### src/rtl/bcd_sevenseg_scan_if.sv
// Bus between the BCD producer (master) and the display scanner (slave).
// The master supplies digits, the load strobe and the blanking enable;
// the slave returns the anode/cathode drive and the frame pulse.
interface bcd_sevenseg_scan_if;
    logic       load;
    logic [3:0] hundreds;
    logic [3:0] tens;
    logic [3:0] ones;
    logic       blank_lz;
    logic [2:0] an;
    logic [6:0] seg;
    logic       frame;

    modport master (
        output load, hundreds, tens, ones, blank_lz,
        input  an, seg, frame
    );

    modport slave (
        input  load, hundreds, tens, ones, blank_lz,
        output an, seg, frame
    );
endinterface

### src/rtl/bcd_sevenseg_scan.sv
// Three-digit multiplexed seven-segment driver. Digits are captured on a
// load strobe into a pending buffer and copied to the displayed buffer only
// at a frame boundary, so a frame never shows a mix of old and new digits.
// Each digit slot starts with a guard interval of dark anodes to avoid
// ghosting while the cathodes change.
module bcd_sevenseg_scan #(
    parameter int SCAN_DIV = 100000,
    parameter int GUARD    = 4
) (
    input  logic               clk,
    input  logic               rst_n,
    bcd_sevenseg_scan_if.slave bus
);

    localparam int CW = (SCAN_DIV > 1) ? $clog2(SCAN_DIV) : 1;
    localparam logic [CW-1:0] CNT_LAST  = CW'(SCAN_DIV - 1);
    localparam logic [CW-1:0] CNT_GUARD = CW'(GUARD);

    // Digit index values: slot 0 drives ones, 1 tens, 2 hundreds.
    localparam logic [1:0] IDX_ONES = 2'd0;
    localparam logic [1:0] IDX_TENS = 2'd1;
    localparam logic [1:0] IDX_HUNS = 2'd2;

    localparam logic [6:0] SEG_OFF  = 7'h7F;
    localparam logic [2:0] AN_OFF   = 3'b111;

    logic [CW-1:0] cnt;
    logic [1:0]    idx;
    logic [11:0]   pend;
    logic          pend_v;
    logic [11:0]   disp;
    logic [2:0]    an_q;
    logic [6:0]    seg_q;
    logic          frame_q;

    logic          slot_end;
    logic          boundary;
    logic [3:0]    digit;
    logic          blank_digit;
    logic [2:0]    an_d;
    logic [6:0]    seg_d;

    // Active-low segment pattern {g,f,e,d,c,b,a}; non-BCD values show a dash.
    function automatic logic [6:0] decode(input logic [3:0] d);
        case (d)
            4'd0:    decode = 7'h40;
            4'd1:    decode = 7'h79;
            4'd2:    decode = 7'h24;
            4'd3:    decode = 7'h30;
            4'd4:    decode = 7'h19;
            4'd5:    decode = 7'h12;
            4'd6:    decode = 7'h02;
            4'd7:    decode = 7'h78;
            4'd8:    decode = 7'h00;
            4'd9:    decode = 7'h10;
            default: decode = 7'h3F;
        endcase
    endfunction

    // Slot and frame boundary detection from the current scan position.
    always_comb begin
        slot_end = (cnt == CNT_LAST);
        boundary = slot_end && (idx == IDX_HUNS);
    end

    // Next anode/cathode value: dark during the guard interval, otherwise the
    // selected digit, with live leading-zero blanking of hundreds and tens.
    always_comb begin
        // NOTE: every output gets a default before the branches so no path
        // leaves a signal unassigned, which would infer a latch.
        digit       = disp[3:0];
        blank_digit = 1'b0;
        an_d        = AN_OFF;
        seg_d       = SEG_OFF;
        case (idx)
            IDX_HUNS: begin
                digit       = disp[11:8];
                blank_digit = bus.blank_lz && (disp[11:8] == 4'd0);
            end
            IDX_TENS: begin
                digit       = disp[7:4];
                blank_digit = bus.blank_lz && (disp[11:8] == 4'd0)
                                           && (disp[7:4] == 4'd0);
            end
            default: begin
                digit       = disp[3:0];
                blank_digit = 1'b0;
            end
        endcase
        if (cnt >= CNT_GUARD) begin
            an_d  = ~(3'b001 << idx);
            seg_d = blank_digit ? SEG_OFF : decode(digit);
        end
    end

    // Scan position: cnt counts cycles within a slot, idx walks the digits.
    always_ff @(posedge clk or negedge rst_n) begin
        // NOTE: state registers use non-blocking assignment so every block
        // sees the pre-edge values regardless of evaluation order.
        if (!rst_n) begin
            cnt <= '0;
            idx <= IDX_ONES;
        end else if (slot_end) begin
            cnt <= '0;
            idx <= (idx == IDX_HUNS) ? IDX_ONES : idx + 2'd1;
        end else begin
            cnt <= cnt + CW'(1);
        end
    end

    // Digit buffers: load fills pend, the frame boundary commits pend to disp.
    // A load on the boundary edge commits the old pend and keeps the new one.
    always_ff @(posedge clk or negedge rst_n) begin
        // NOTE: the digit buffers are reset too, because a reset must discard
        // both pending and displayed digits immediately.
        if (!rst_n) begin
            pend   <= '0;
            pend_v <= 1'b0;
            disp   <= '0;
        end else begin
            if (boundary && pend_v) begin
                disp <= pend;
            end
            if (bus.load) begin
                pend   <= {bus.hundreds, bus.tens, bus.ones};
                pend_v <= 1'b1;
            end else if (boundary) begin
                pend_v <= 1'b0;
            end
        end
    end

    // Registered outputs, one cycle behind the scan position.
    always_ff @(posedge clk or negedge rst_n) begin
        if (!rst_n) begin
            an_q    <= AN_OFF;
            seg_q   <= SEG_OFF;
            frame_q <= 1'b0;
        end else begin
            an_q    <= an_d;
            seg_q   <= seg_d;
            frame_q <= boundary;
        end
    end

    assign bus.an    = an_q;
    assign bus.seg   = seg_q;
    assign bus.frame = frame_q;

endmodule

### src/flat_wrapper.sv
// flat-port wrapper written by rule: the top's interface ports become plain ports
module bcd_sevenseg_scan_flat 
#(
    parameter int SCAN_DIV = 100000,
    parameter int GUARD    = 4
)
  (clk, rst_n, bus_load, bus_hundreds, bus_tens, bus_ones, bus_blank_lz, bus_an, bus_seg, bus_frame);
  bcd_sevenseg_scan_if bus_i ();
  input  logic clk;
  input  logic rst_n;
  input wire logic [$bits(bus_i.load)-1:0] bus_load;
  input wire logic [$bits(bus_i.hundreds)-1:0] bus_hundreds;
  input wire logic [$bits(bus_i.tens)-1:0] bus_tens;
  input wire logic [$bits(bus_i.ones)-1:0] bus_ones;
  input wire logic [$bits(bus_i.blank_lz)-1:0] bus_blank_lz;
  output wire logic [$bits(bus_i.an)-1:0] bus_an;
  output wire logic [$bits(bus_i.seg)-1:0] bus_seg;
  output wire logic [$bits(bus_i.frame)-1:0] bus_frame;
  assign bus_i.load = bus_load;
  assign bus_i.hundreds = bus_hundreds;
  assign bus_i.tens = bus_tens;
  assign bus_i.ones = bus_ones;
  assign bus_i.blank_lz = bus_blank_lz;
  assign bus_an = bus_i.an;
  assign bus_seg = bus_i.seg;
  assign bus_frame = bus_i.frame;
  bcd_sevenseg_scan #(.SCAN_DIV(SCAN_DIV), .GUARD(GUARD)) u_core (.clk(clk), .rst_n(rst_n), .bus(bus_i));
endmodule
### config.mk
export PLATFORM = sky130hd
export DESIGN_NAME = bcd_sevenseg_scan_flat
export DESIGN_NICKNAME = d
export VERILOG_FILES = /design/src/rtl/bcd_sevenseg_scan_if.sv /design/src/rtl/bcd_sevenseg_scan.sv /design/src/flat_wrapper.sv
export SDC_FILE = /design/constraint.sdc
export NUM_CORES = 1
export LEC_CHECK = 0
export ABC_AREA = 1
export BUFFER_PORTS_ARGS = -buffer_cell sky130_fd_sc_hd__buf_2
export CAP_MARGIN = 20
export CORE_ASPECT_RATIO = 1.5
export CORE_MARGIN = 4
export CORE_UTILIZATION = 59
export CTS_BUF_LIST = sky130_fd_sc_hd__clkbuf_16
export DETAILED_ROUTE_END_ITERATION = 8
export HOLD_SLACK_MARGIN = 0.02
export PLACE_DENSITY = 0.88
export SETUP_SLACK_MARGIN = 0.15
export SLEW_MARGIN = 40
export SYNTH_ARGS = -nofsm -noshare
export SYNTH_HDL_FRONTEND = slang
export SYNTH_SLANG_ARGS = --single-unit
### constraint.sdc
create_clock -name clk -period 2.3 [get_ports clk]
set_clock_uncertainty 0.2 [all_clocks]
set_input_delay 0.23 -clock clk [delete_from_list [all_inputs] [get_ports clk]]
set_output_delay 0.23 -clock clk [all_outputs]
set_load 0.03 [all_outputs]
==> results.ini, run 1 <==
[grt]
overflow = 0
grt_pass1_wl_mm = 10.38
grt_pass1_vias = 2383
antenna_found_initial = 0
grt_start_max_net_pins = 34
grt_usage_pct = 21.88

[synth]
syn_area_mm2 = 0.002893
synth_top_cell_by_area = dfrtp_1
yosysSeqAreaShare_pct = 48.01
ys_top_cells_by_area = dfrtp_1 39%, nand2_1 18%, dfstp_2 9.1%
syn_inst = 365
syn-num-nets = 391
synth_enable_flop_cells = 0
async_reset_ff_share_pct = 100.0
synth_cell_types = 28
synth_ff_type = dfrtp_1
synth_warnings = 0
synth_top_cell_area_share_pct = 38.93
synth.avg_cell_area_um2 = 7.925
ys_ff_latch = 55

[drt]
dr.first_iter.drc_count = 68
vias = 2391
avgViaCountPerCell = 5.076
wl_per_cell_um = 12.45
route.detailed.drc = 0
dr.pass1.iters = 4
ant_nets = 0
wirelength_mm = 5.863

[timing]
fin_tns_setup_ns = 0
fin_crit_ns = 2.016
fmax_ghz = 0.4961
grt_setup_unrepaired = no
finalHoldViolCount = 0
setup_slack_ns = 0.2842
setup_viol = 0
slew_headroom_pct = 62.42
max_slew.worst_pin.slew_ns = 0.5637
fin_crit_sh_pct = 87.65
slew_violations = 0

[worst_setup_path]
startpoint_type = register
r2r_start = u_core.idx[0]
crit_buf_inv = 2
cp_cell_sequence = inv_2 > ha_4 > or2_2 > nand2_1 > ha_1 > inv_1 > nand2_1 > nand2_1 > nand2_1 > nand2_1
rrSetupSlack_ns = 0.28
ff2ff_path_depth = 10
startpoint = u_core.idx[0]
arrival_ns = 2.06
cp_max_fo = 11
crit_cells = 10
endpoint = u_core.bus.seg[3]
r2r-end = u_core.bus.seg[3]
critPathSlowestCell = dfrtp_1
worst_path_most_repeated_cell = nand2_1
cpPeakStageDelay_ns = 0.42
cp-end-kind = register
critPathTopFamily = simple AND/OR/NAND/NOR gates
path_class = register to register
required_ns = 2.34

[final_layout]
final_util_pct = 71.07
antennaDiodeCount = 0
final_common_cell = nand2_1
drive_gt1_share_pct = 17.28
final_cell_mix = 141 x nand2_1, 45 x dfrtp_1, 42 x nor2_1
instances_no_fill = 471
fin_nets = 430
areaGrowthSynthToFinish_pct = 17.21

[cts]
htree_levels = 2
clock_latency_ns = 0.29
cts.sinks = 55
postCtsSetupRepairBufs = 0
cts_max_path_buffers = 2
cts_buffers = 5
clockRootBuffer = clkbuf_16
clk_pin_slew_ns = 0.07
cts_tree = done

[outcome]
status = finished clean

[place]
post-dp-hpwl_mm = 4.152
globalplace.congestion = 0.9010
dp.cells = 450
placement.io_buffers = 26
dpl_worst_slack_ns = 0.1403

[pwr]
power_mw = 1.942
p_leak_nw = 1.807
powerDensity_mw_per_mm2 = 572.8
peakVddDrop_mv = 0.6261

[die]
start_util_pct = 60.63
io_pins = 27
num_rows = 31
die_w_um = 65.17
core-area_mm2 = 0.004771
dieArea_mm2 = 0.006110
die_h_um = 93.76

[hold_path]
hp-class = input port to register

[run]
drv_cap = 0

## metal layers
metal / vias to the layer above / wire [µm] / global-route usage, %
met4: 0 / 210 / 10.55
li1: 1211 / - / -
met5: - / 0 / 0
met3: 24 / 251 / 4.431
met1: 1091 / 2220 / 23.93
met2: 65 / 3180 / 39.48
## how the worst min path moves through the flow
stage | startpoint | to | slack, ns | cells after the start
finish | bus_load | u_core.pend[5] | 0.06 | 3
global route | bus_load | u_core.pend[4] | 0.09 | 3
CTS | bus_load | u_core.pend[5] | 0.06 | 3
detailed placement | rst_n | u_core.cnt[11] | 0.04 | 1
global placement | rst_n | u_core.cnt[13] | 0.04 | 1
floorplan | rst_n | u_core.bus.frame | -0.27 | 0
## synthesized netlist by cell type, types with 2 or more instances
cell type / instances
or2_2: 4
ha_1: 10
buf_2: 2
nand2_1: 141
dfstp_2: 10
buf_6: 4
nand4_1: 14
inv_1: 31
clkbuf_1: 2
nor2_2: 5
a21oi_1: 2
xor2_1: 8
nand2_2: 3
nor3_1: 3
inv_2: 2
nor2_1: 42
nand3_1: 24
dfrtp_1: 45
o21ai_0: 4
## worst register-to-register path, delay by kind of cell, from the launching register on
kind	cells	cell delay [ns]
flops	1	0.42
fa+ha+maj	2	0.51
buf+inv	2	0.19
simple gates	6	0.65
## metrics by stage
step                      hold slack (ns)  instance area [µm²]
after floorplan                   -0.2656                 2893
after global placement            0.03569                 3063
after detailed placement          0.04350                 3063
after CTS                         0.06221                 3367
after global routing              0.08726                 3391
final                             0.06399                 3391
## layout make-up
class	count	area, µm²
flip-flops and latches	55	1389
fillers	362	1380
multi-input cells	268	1333
repair buffers	41	291.5
clock buffers	5	125.1
inverters	33	123.9
well taps	66	82.58
clock inverters	3	46.29
## state kept, by name (all words and copies together), names as in the netlist
register / count
u_core.idx: 2
u_core.bus.seg: 7
u_core.disp: 12
u_core.pend: 12
u_core.pend_v: 1
u_core.cnt: 17
u_core.bus.an: 3
u_core.bus.frame: 1
## timing repair
action	in CTS	in global routing
cloned	0	0
endpoints found under the hold margin	33	0
pin swaps	0	0
setup endpoints to repair	3	7
resized for setup	1	6
hold buffers	13	0
## power by group
group | internal (mW) | switching, mW | total, mW
logic | 0.0352 | 0.0418 | 0.0769
clock network | 0.518 | 0.352 | 0.869
registers | 0.986 | 0.00982 | 0.996
## kinds of logic (layout without fill, tap and decap cells)
logic type / after synthesis / after routing / synth area share, %
flops: 55 / 55 / 48.01
fa+ha+maj: 10 / 10 / 4.325
simple gates: 242 / 242 / 36.85
compound gates: 8 / 8 / 1.687
xor+xnor: 8 / 8 / 2.422
buf+inv: 42 / 82 / 6.704
No activity file was read; power rests on OpenSTA's default activity.
==> run 2: changes to the inputs <==
--- a/config.mk
+++ b/config.mk
@@ -15,6 +15,7 @@
 export DETAILED_ROUTE_END_ITERATION = 8
 export HOLD_SLACK_MARGIN = 0.02
 export PLACE_DENSITY = 0.88
+export REMOVE_ABC_BUFFERS = 1
 export SETUP_SLACK_MARGIN = 0.15
 export SLEW_MARGIN = 40
 export SYNTH_ARGS = -nofsm -noshare
==> results.ini, run 2 (synthesized netlist as in run 1, its figures left out) <==
[cts]
cts_buffers = 5  ; unchanged
clk_pin_slew_ns = 0.07  ; about the same
clock_latency_ns = 0.29  ; about the same
htree_levels = 2  ; unchanged
clockRootBuffer = clkbuf_16  ; unchanged
cts_max_path_buffers = 2  ; unchanged
cts_tree = done  ; unchanged
cts.sinks = 55  ; unchanged

[worst_setup_path]
ff2ff_path_depth = 10  ; unchanged
startpoint_type = register  ; unchanged
cp_max_fo = 8  ; was 11
r2r_start = u_core.idx[0]  ; unchanged
worst_path_most_repeated_cell = nand2_1  ; unchanged
critPathSlowestCell = dfrtp_1  ; unchanged
endpoint = u_core.bus.seg[3]  ; unchanged
cp_cell_sequence = inv_2 > ha_2 > or2_2 > nand2_2 > ha_1 > inv_1 > nand2_1 > nand2_1 > nand2_1 > nand2_1  ; was inv_2 > ha_4 > or2_2 > nand2_1 > ha_1 > inv_1 > nand2_1 > nand2_1 > nand2_1 > nand2_1
startpoint = u_core.idx[0]  ; unchanged
required_ns = 2.33  ; was 2.34 ns
cp-end-kind = register  ; unchanged
arrival_ns = 2.11  ; was 2.06 ns
r2r-end = u_core.bus.seg[3]  ; unchanged
rrSetupSlack_ns = 0.22  ; was 0.28 ns
cpPeakStageDelay_ns = 0.41  ; was 0.42 ns
path_class = register to register  ; unchanged

[final_layout]
final_cell_mix = 138 x nand2_1, 45 x dfrtp_1, 42 x nor2_1  ; was 141 x nand2_1, 45 x dfrtp_1, 42 x nor2_1
areaGrowthSynthToFinish_pct = 16.87  ; was 17.21%
antennaDiodeCount = 0  ; unchanged
final_common_cell = nand2_1  ; unchanged
fin_nets = 432  ; was 430
largest_register_ffs = 17  ; unchanged
reg_top3 = u_core.cnt (17), u_core.disp (12), u_core.pend (12)  ; unchanged
drive_gt1_share_pct = 18.43  ; was 17.28%
largest_register = u_core.cnt  ; unchanged
fin_area_mm2 = 0.003381  ; was 0.003391 mm²

[die]
start_util_pct = 60.63  ; unchanged
io_pins = 27  ; unchanged
num_rows = 31  ; unchanged
dieArea_mm2 = 0.006110  ; unchanged
die_w_um = 65.17  ; unchanged
core-area_mm2 = 0.004771  ; unchanged
die_h_um = 93.76  ; unchanged

[timing]
fin_crit_sh_pct = 90.22  ; was 87.65%
slew_headroom_pct = 55.43  ; was 62.42%
setup_viol = 0  ; unchanged
finalHoldViolCount = 0  ; unchanged
fmax_ghz = 0.4819  ; was 0.4961 GHz
max_slew.worst_pin.slew_ns = 0.6686  ; was 0.5637 ns
slew_violations = 0  ; unchanged
grt_setup_unrepaired = yes  ; was no
fin_crit_ns = 2.075  ; was 2.016 ns
fin_tns_setup_ns = 0  ; unchanged
setup_slack_ns = 0.2249  ; was 0.2842 ns

[drt]
route.detailed.drc = 0  ; unchanged
dr.pass1.iters = 4  ; unchanged
ant_nets = 0  ; unchanged
avgViaCountPerCell = 5.230  ; was 5.076
dr.first_iter.drc_count = 113  ; was 68
wirelength_mm = 6.022  ; was 5.863 mm
vias = 2474  ; was 2391
wl_per_cell_um = 12.73  ; was 12.45 µm

[grt]
antenna_found_initial = 0  ; unchanged
grt_pass1_wl_mm = 10.61  ; was 10.38 mm
overflow = 0  ; unchanged
grt_pass1_vias = 2535  ; was 2383
grt_usage_pct = 22.09  ; was 21.88%
grt_start_max_net_pins = 33  ; was 34

[pwr]
power_frac_seq_pct = 51.4  ; was 51.3%
power.internal_mw = 1.540  ; was 1.539 mW
comb_power_share_pct = 3.9  ; was 4.0%
switchingPower_mw = 0.3964  ; was 0.4035 mW
power_mw = 1.936  ; was 1.942 mW
power.share.switching_pct = 20.48  ; was 20.77%
powerDensity_mw_per_mm2 = 572.6  ; was 572.8 mW/mm²
clkPwrFrac_pct = 44.7  ; was 44.8%
p_leak_nw = 1.806  ; was 1.807 nW
peakVddDrop_mv = 0.4938  ; was 0.6261 mV

[place]
globalplace.congestion = 0.8823  ; was 0.9010
post-dp-hpwl_mm = 4.270  ; was 4.152 mm
dpl_worst_slack_ns = 0.1550  ; was 0.1403 ns
placement.io_buffers = 26  ; unchanged
placed_area_mm2 = 0.003065  ; was 0.003063 mm²

[run]
drv_cap = 0  ; unchanged

[outcome]
status = finished clean  ; unchanged

[hold_path]
hp-class = input port to register  ; unchanged

==> run 2: cell count changes in the layout (fill, tap and decap cells not counted), sizes merged <==
cell      delta
buf          +2
clkinv       +1
clkinvlp     -1
==> run 2: per-layer routing <==
layer,global-route usage [%],routed length [µm],vias up,share of wire [%]
met1,22.99,2218,1172,37
met5,0,0,-,0
met4,9.689,165,0,2.7
met3,4.431,265,15,4.4
li1,-,-,1214,-
met2,41.59,3372,73,56
==> run 2: cell type report <==
class                   count  area (µm²)
inverters                  33       123.9
multi-input cells         268        1323
flip-flops and latches     55        1389
clock inverters             3       47.55
clock buffers               5       125.1
well taps                  66       82.58
fillers                   362        1390
repair buffers             43       290.3
==> run 2: what timing repair did <==
item,CTS,global route
hold buffers,13,0
setup buffers,0,0
hold endpoints to repair,32,0
pin swaps,0,0
resized for setup,1,6
setup endpoints to repair,1,7
==> run 2: how the worst min path moves through the flow <==
stage               cells past startpoint     start          endpoint  slack [ns]
finish                                  3  bus_load    u_core.pend[3]        0.07
global route                            3  bus_load    u_core.pend[3]        0.09
CTS                                     3  bus_load   u_core.pend[11]        0.07
detailed placement                      1     rst_n    u_core.cnt[16]        0.10
global placement                        1     rst_n     u_core.cnt[7]        0.09
floorplan                               0     rst_n  u_core.bus.frame       -0.27
==> run 2: stage by stage <==
step / hold WS [ns] / instances / util [%]
after floorplan: -0.2656 / 356 / -
after global placement: 0.09445 / 452 / 64.25
after detailed placement: 0.1022 / 452 / 64.25
after CTS: 0.06608 / 473 / 70.65
after global routing: 0.09184 / 473 / 70.86
final: 0.07235 / 473 / 70.86
==> run 2: critical path: cells and delay by family (launching register included) <==
| family | cells | cell delay (ns) |
|---|---|---|
| DFF | 1 | 0.41 |
| and+or+nand+nor | 6 | 0.67 |
| adders and majority gates | 2 | 0.57 |
| buffers and inverters | 2 | 0.17 |
==> run 2: power groups by stage <==
stage | Clock, mW | Sequential (mW) | Combinational, mW
floorplan | 0 | 1.01 | 0.0186
global route | 0.918 | 0.998 | 0.0869
detailed placement | 0 | 1.01 | 0.0578
CTS | 0.872 | 0.995 | 0.0744
finish | 0.865 | 0.996 | 0.0746
global placement | 0 | 1.01 | 0.0552
